[config.mk]
export PLATFORM = sky130hd
export DESIGN_NAME = barrel_shifter_pipe
export DESIGN_NICKNAME = d
export VERILOG_FILES = /design/src/rtl/shifter_pkg.sv /design/src/rtl/shifter_stage.sv /design/src/rtl/barrel_shifter_pipe.sv
export SDC_FILE = /design/constraint.sdc
export NUM_CORES = 1
export LEC_CHECK = 0
export BUFFER_PORTS_ARGS = -buffer_cell sky130_fd_sc_hd__clkbuf_2
export CORE_MARGIN = 1
export CORE_UTILIZATION = 60
export DETAILED_ROUTE_END_ITERATION = 10
export PLACE_DENSITY = 0.82
export SYNTH_ARGS = -nofsm -noshare
export SYNTH_HDL_FRONTEND = slang
export SYNTH_SLANG_ARGS = --single-unit
[constraint.sdc]
create_clock -name clk -period 3.5 [get_ports clk]
set_input_delay 0.35 -clock clk [delete_from_list [all_inputs] [get_ports clk]]
set_output_delay 0.35 -clock clk [all_outputs]
set_load 0.1 [all_outputs]
[src/rtl/shifter_pkg.sv]
// Shared definitions for the pipelined barrel shifter: opcode encoding and field widths.
package shifter_pkg;

  localparam int unsigned OP_W = 3;

  typedef enum logic [OP_W-1:0] {
    OP_LSR = 3'b000,
    OP_LSL = 3'b001,
    OP_ASR = 3'b010,
    OP_ROR = 3'b011,
    OP_ROL = 3'b100
  } shifter_op_e;

  // Stage payload {op, amt, data, carry} at the default 8-bit width; the
  // parametrised modules carry the same fields as individually sized ports.
  typedef struct packed {
    shifter_op_e op;
    logic [3:0]  amt;
    logic [7:0]  data;
    logic        carry;
  } stage_payload_t;

endpackage

[src/rtl/shifter_stage.sv]
// One registered log stage: shifts/rotates by 2**K when amount bit K is set.
// The carry port exists only when SHIFTER_FLAGS_EN is defined.
module shifter_stage
  import shifter_pkg::*;
#(
  parameter int unsigned WIDTH = 8,
  parameter int unsigned K     = 0,
  parameter int unsigned AMT_W = $clog2(WIDTH) + 1
) (
  input  logic             clk,
  input  logic             rst_n,
  input  logic             advance,
  input  logic             in_valid,
  input  logic [OP_W-1:0]  in_op,
  input  logic [AMT_W-1:0] in_amt,
  input  logic [WIDTH-1:0] in_data,
`ifdef SHIFTER_FLAGS_EN
  input  logic             in_carry,
  output logic             out_carry,
  output logic [WIDTH-1:0] nxt_data,
`endif
  output logic             out_valid,
  output logic [OP_W-1:0]  out_op,
  output logic [AMT_W-1:0] out_amt,
  output logic [WIDTH-1:0] out_data
);

  localparam int unsigned S = 1 << K;

  logic             valid_d, valid_q;
  logic [OP_W-1:0]  op_d, op_q;
  logic [AMT_W-1:0] amt_d, amt_q;
  logic [WIDTH-1:0] data_d, data_q;
  logic [WIDTH-1:0] sh_data;
`ifdef SHIFTER_FLAGS_EN
  logic             carry_d, carry_q;
  logic             sh_carry;
`endif

  always_comb begin
    sh_data = in_data;
`ifdef SHIFTER_FLAGS_EN
    sh_carry = in_carry;
`endif
    if (in_amt[K]) begin
      case (in_op)
        OP_LSR: begin
          sh_data = in_data >> S;
`ifdef SHIFTER_FLAGS_EN
          sh_carry = in_data[S-1];
`endif
        end
        OP_LSL: begin
          sh_data = in_data << S;
`ifdef SHIFTER_FLAGS_EN
          sh_carry = in_data[WIDTH-S];
`endif
        end
        OP_ASR: begin
          sh_data = WIDTH'($signed(in_data) >>> S);
`ifdef SHIFTER_FLAGS_EN
          sh_carry = in_data[S-1];
`endif
        end
        OP_ROR: begin
          sh_data = (in_data >> S) | (in_data << (WIDTH - S));
`ifdef SHIFTER_FLAGS_EN
          sh_carry = sh_data[WIDTH-1];
`endif
        end
        OP_ROL: begin
          sh_data = (in_data << S) | (in_data >> (WIDTH - S));
`ifdef SHIFTER_FLAGS_EN
          sh_carry = sh_data[0];
`endif
        end
        default: ;
      endcase
    end
  end

  always_comb begin
    valid_d = valid_q;
    op_d    = op_q;
    amt_d   = amt_q;
    data_d  = data_q;
`ifdef SHIFTER_FLAGS_EN
    carry_d = carry_q;
`endif
    if (advance) begin
      valid_d = in_valid;
      op_d    = in_op;
      amt_d   = in_amt;
      data_d  = sh_data;
`ifdef SHIFTER_FLAGS_EN
      carry_d = sh_carry;
`endif
    end
  end

  always_ff @(posedge clk or negedge rst_n) begin
    if (!rst_n) begin
      valid_q <= 1'b0;
      op_q    <= '0;
      amt_q   <= '0;
      data_q  <= '0;
`ifdef SHIFTER_FLAGS_EN
      carry_q <= 1'b0;
`endif
    end else begin
      valid_q <= valid_d;
      op_q    <= op_d;
      amt_q   <= amt_d;
      data_q  <= data_d;
`ifdef SHIFTER_FLAGS_EN
      carry_q <= carry_d;
`endif
    end
  end

  assign out_valid = valid_q;
  assign out_op    = op_q;
  assign out_amt   = amt_q;
  assign out_data  = data_q;
`ifdef SHIFTER_FLAGS_EN
  assign out_carry = carry_q;
  assign nxt_data  = sh_data;
`endif

endmodule

[src/rtl/barrel_shifter_pipe.sv]
// Pipelined barrel shifter/rotator, log2(WIDTH) registered stages, valid/ready flow control.
// Define SHIFTER_FLAGS_EN to add the out_zero/out_carry result flags.
module barrel_shifter_pipe
  import shifter_pkg::*;
#(
  parameter  int unsigned WIDTH   = 8,
  localparam int unsigned SHAMT_W = $clog2(WIDTH),
  localparam int unsigned AMT_W   = SHAMT_W + 1
) (
  input  logic             clk,
  input  logic             rst_n,
  input  logic             in_valid,
  output logic             in_ready,
  input  logic [OP_W-1:0]  in_op,
  input  logic [AMT_W-1:0] in_amt,
  input  logic [WIDTH-1:0] in_data,
  output logic             out_valid,
  input  logic             out_ready,
`ifdef SHIFTER_FLAGS_EN
  output logic             out_zero,
  output logic             out_carry,
`endif
  output logic [WIDTH-1:0] out_data
);

  logic                advance;
  logic [SHAMT_W-1:0]  amt_lo;
  logic                over;
  logic [WIDTH-1:0]    pre_data;
  logic [AMT_W-1:0]    pre_amt;

  logic                st_valid [SHAMT_W];
  logic [OP_W-1:0]     st_op    [SHAMT_W];
  logic [AMT_W-1:0]    st_amt   [SHAMT_W];
  logic [WIDTH-1:0]    st_data  [SHAMT_W];
`ifdef SHIFTER_FLAGS_EN
  logic                pre_carry;
  logic                st_carry [SHAMT_W];
  logic [WIDTH-1:0]    st_nxt   [SHAMT_W];
  logic                zero_d, zero_q;
`endif

  assign out_valid = st_valid[SHAMT_W-1];
  assign out_data  = st_data[SHAMT_W-1];
  assign advance   = !out_valid || out_ready;
  assign in_ready  = advance;

  assign amt_lo = in_amt[SHAMT_W-1:0];
  assign over   = in_amt[AMT_W-1];

  // Overshift and reserved opcodes are resolved here so the log stages only
  // ever see an in-range amount; the amount MSB is cleared for every op.
  always_comb begin
    pre_data = in_data;
    pre_amt  = {1'b0, amt_lo};
`ifdef SHIFTER_FLAGS_EN
    pre_carry = 1'b0;
`endif
    case (in_op)
      OP_LSR, OP_LSL: begin
        if (over) begin
          pre_data = '0;
          pre_amt  = '0;
`ifdef SHIFTER_FLAGS_EN
          if (amt_lo == '0)
            pre_carry = (in_op == OP_LSR) ? in_data[WIDTH-1] : in_data[0];
`endif
        end
      end
      OP_ASR: begin
        if (over) begin
          pre_data = {WIDTH{in_data[WIDTH-1]}};
          pre_amt  = '0;
`ifdef SHIFTER_FLAGS_EN
          pre_carry = in_data[WIDTH-1];
`endif
        end
      end
      OP_ROR, OP_ROL: ;
      default: begin
        pre_data = '0;
        pre_amt  = '0;
      end
    endcase
  end

  for (genvar k = 0; k < SHAMT_W; k++) begin : g_stage
    logic             v_in;
    logic [OP_W-1:0]  op_in;
    logic [AMT_W-1:0] amt_in;
    logic [WIDTH-1:0] data_in;
`ifdef SHIFTER_FLAGS_EN
    logic             carry_in;
`endif

    if (k == 0) begin : g_first
      assign v_in    = in_valid;
      assign op_in   = in_op;
      assign amt_in  = pre_amt;
      assign data_in = pre_data;
`ifdef SHIFTER_FLAGS_EN
      assign carry_in = pre_carry;
`endif
    end else begin : g_rest
      assign v_in    = st_valid[k-1];
      assign op_in   = st_op[k-1];
      assign amt_in  = st_amt[k-1];
      assign data_in = st_data[k-1];
`ifdef SHIFTER_FLAGS_EN
      assign carry_in = st_carry[k-1];
`endif
    end

    shifter_stage #(
      .WIDTH (WIDTH),
      .K     (k),
      .AMT_W (AMT_W)
    ) u_stage (
      .clk       (clk),
      .rst_n     (rst_n),
      .advance   (advance),
      .in_valid  (v_in),
      .in_op     (op_in),
      .in_amt    (amt_in),
      .in_data   (data_in),
`ifdef SHIFTER_FLAGS_EN
      .in_carry  (carry_in),
      .out_carry (st_carry[k]),
      .nxt_data  (st_nxt[k]),
`endif
      .out_valid (st_valid[k]),
      .out_op    (st_op[k]),
      .out_amt   (st_amt[k]),
      .out_data  (st_data[k])
    );
  end

`ifdef SHIFTER_FLAGS_EN
  always_comb begin
    zero_d = zero_q;
    if (advance) zero_d = (st_nxt[SHAMT_W-1] == '0);
  end

  always_ff @(posedge clk or negedge rst_n) begin
    if (!rst_n) zero_q <= 1'b0;
    else        zero_q <= zero_d;
  end

  assign out_zero  = zero_q;
  assign out_carry = st_carry[SHAMT_W-1];
`endif

endmodule

==> flow_summary.yaml <==
run_status:
  outcome: "finished clean"
timing:
  setup_violations: 0
  fin_crit_sh: 0.576
  layout_min_cycle_time_ns: 2.02
  tightest_slew_ns: 0.863
  slew_headroom: 0.425
  slew_viol_final: 0
  holdWs_ns: 0.159
  final.setup.tns_ns: 0
  final_hold_viol_count: 0
  fin_skew_ns: 0.00400
  max_freq_mhz: 496
  rsz0062_at_grt: "false"
synthesis:
  ys.flop_type: "dfrtp_1"
  synth_area_um2: 2270
  synth_nets: 298
  async_flop_share: 1.00
  yosysTopAreaCellShare: 0.397
  synth_area_leaders: "dfrtp_1 (40%), o21ai_0 (8.6%), nand2_1 (8.1%), a21oi_1 (5.3%), nor2_1 (3.6%)"
  yosys.area.top_type: "dfrtp_1"
  yosysWarnings: 0
  synth-seq-cells: 36
  synthCells: 279
  avgSynthCellArea_um2: 8.14
  synth-edff-count: 0
  ys_seq_area_frac: 0.397
  synthDistinctLibCells: 43
floorplan:
  row_count: 21
  core_um2: 3470
  die_area_um2: 4030
  io_pins: 29
  initial_utilization: 0.655
  die_y_um: 63.5
  fp.dieW_um: 63.5
finish:
  final_cell_mix: "nand2_1 (49), o21ai_0 (39), dfrtp_1 (36)"
  final_area_um2: 2490
  final_common_cell: "nand2_1"
  drive_above_1_share: 0.155
  diodes: 0
  area_delta_synth_final_pct: 9.86
  fin_nets: 314
  stdcell_count: 342
global_routing:
  grt_pass1_wl_um: 9340
  grt_use_total: 0.297
  grt_pass1_vias: 1968
  overflow: 0
  antenna_found_initial: 0
  grt_max_degree: 45
setup_path:
  worstSetupPathType: "flip-flop to primary output"
  r2r_cells: 7
  cp_max_fo: 44
  worst_path_largest_cell_delay_ns: 0.41
  start_kind: "flip-flop"
  slowest_stage: "buf_4"
  ff2ff_setup_slack_ns: 1.81
  cp.required_ns: 3.15
  cp_cell_sequence: "nor2b_2 > buf_4 > inv_1 > clkbuf_2"
  arrival_ns: 1.67
  path_buf_inv: 3
  r2r-end: "g_stage[1].u_stage.out_data[4]$_DFFE_PN0P_"
  cp_top_family: "buffers and inverters"
  rr_startpoint: "g_stage[2].u_stage.out_valid$_DFFE_PN0P_"
  critPathCaptureType: "primary output"
drt:
  wl_um: 5240
  antenna_left: 0
  drtIter0Drc: 166
  viasPerCell: 6.15
  routedLengthMet1_um: 2360
  wl_met2_um: 2420
  vias: 2105
  drc: 0
  highest_layer: "met4"
  routedWlPerCell_um: 15.3
  first_pass_iters: 4
  met3_length_um: 336
clock_network:
  cts_tree: "built"
  root_buffer: "clkbuf_8"
  cts_buffer_depth: 2
  cts_sinks: 36
  cts_hold_buf: 0
  path_clk_slew_ns: 0.07
  postCtsSetupBuffers: 0
  ctsResizeCount: 0
  clk_latency_ns: 0.29
  cts_made_buffers: 5
  cts.htree.levels: 2
power:
  power_density_nw_per_um2: 821
  ir_drop_v: 0.000545
  finalPower_w: 0.00205
  power.leakage_nw: 1.13
placement:
  post_dp_cell_area_um2: 2380
  place_inst: 334
  hpwl_um: 3690
  place.gp.congestion: 0.910
  io_buffers: 28
hold_path:
  min_path_type: "input pin to asynchronous set/reset pin"
flow_run:
  drv_cap: 0
## per-stage QoR
step,setup slack (ns),utilization
floorplan,0.891,-
detailed placement,1.65,0.686
global route,1.38,0.719
finish,1.48,0.719
global placement,1.70,0.686
CTS,1.48,0.719
## state kept, by name (all words and copies together) (netlist names)
name                       count
g_stage.u_stage.out_amt        3
g_stage.u_stage.out_op         6
g_stage.u_stage.out_data      24
g_stage.u_stage.out_valid      3
## report_power, final
part | switching, W | internal (W)
Clock | 0.000157 | 0.000214
Combinational | 0.000694 | 0.000240
Sequential | 0.000176 | 0.000567
## cells in the mapped netlist, drive strengths merged, types with 3 or more instances
library cell  number
nor2              23
o311ai             3
clkbuf            12
nand2b             5
nor3               3
and2               7
nand3              5
buf                9
a21oi             25
a211oi             5
o22ai              6
nor3b              3
a221oi             9
a21o               8
o21ai             40
nand2             49
inv                5
dfrtp             36
a31oi              3
o31ai              5
## worst register-to-register path: stages (launching register included)
cell and delay (ns):
dfrtp_1 0.34, nor2b_2 0.13, buf_4 0.41, inv_1 0.11
buf_4 0.25, o21ai_0 0.11, a21oi_1 0.07, a21o_1 0.17
## kinds of logic after synthesis
group	Yosys count	share of synthesized area
buffers and inverters	26	0.0551
DFF	36	0.397
muxes	3	0.0138
AOI/OAI and AO/OA	113	0.325
and+or+nand+nor	101	0.210
## layout make-up
class | instances | area [µm²]
clock buffers | 5 | 68.8
clock inverters | 3 | 46.3
fillers | 294 | 973
inverters | 5 | 18.8
multi-input cells | 217 | 1250
flip-flops and latches | 36 | 901
well taps | 46 | 57.6
repair buffers | 30 | 155
## per-layer routing
| metal | vias to the layer above | track usage |
|---|---|---|
| met5 | - | 0 |
| met4 | 0 | 0.119 |
| met1 | 972 | 0.423 |
| met2 | 83 | 0.449 |
| met3 | 16 | 0.0471 |
| li1 | 1034 | - |
## worst max path at each step
stage | start | endpoint | slack [ns] | cells after the start
after floorplan | g_stage[2].u_stage.out_valid$_DFFE_PN0P_ | in_ready | 0.89 | 4
after global placement | in_op[1] | g_stage[0].u_stage.out_data[6]$_DFFE_PN0P_ | 1.70 | 6
after detailed placement | in_op[1] | g_stage[0].u_stage.out_data[6]$_DFFE_PN0P_ | 1.65 | 6
after CTS | g_stage[2].u_stage.out_valid$_DFFE_PN0P_ | in_ready | 1.48 | 4
after global routing | g_stage[2].u_stage.out_valid$_DFFE_PN0P_ | in_ready | 1.38 | 4
final | g_stage[2].u_stage.out_valid$_DFFE_PN0P_ | in_ready | 1.48 | 4
Note: power is estimated with default switching activity, not from simulation.
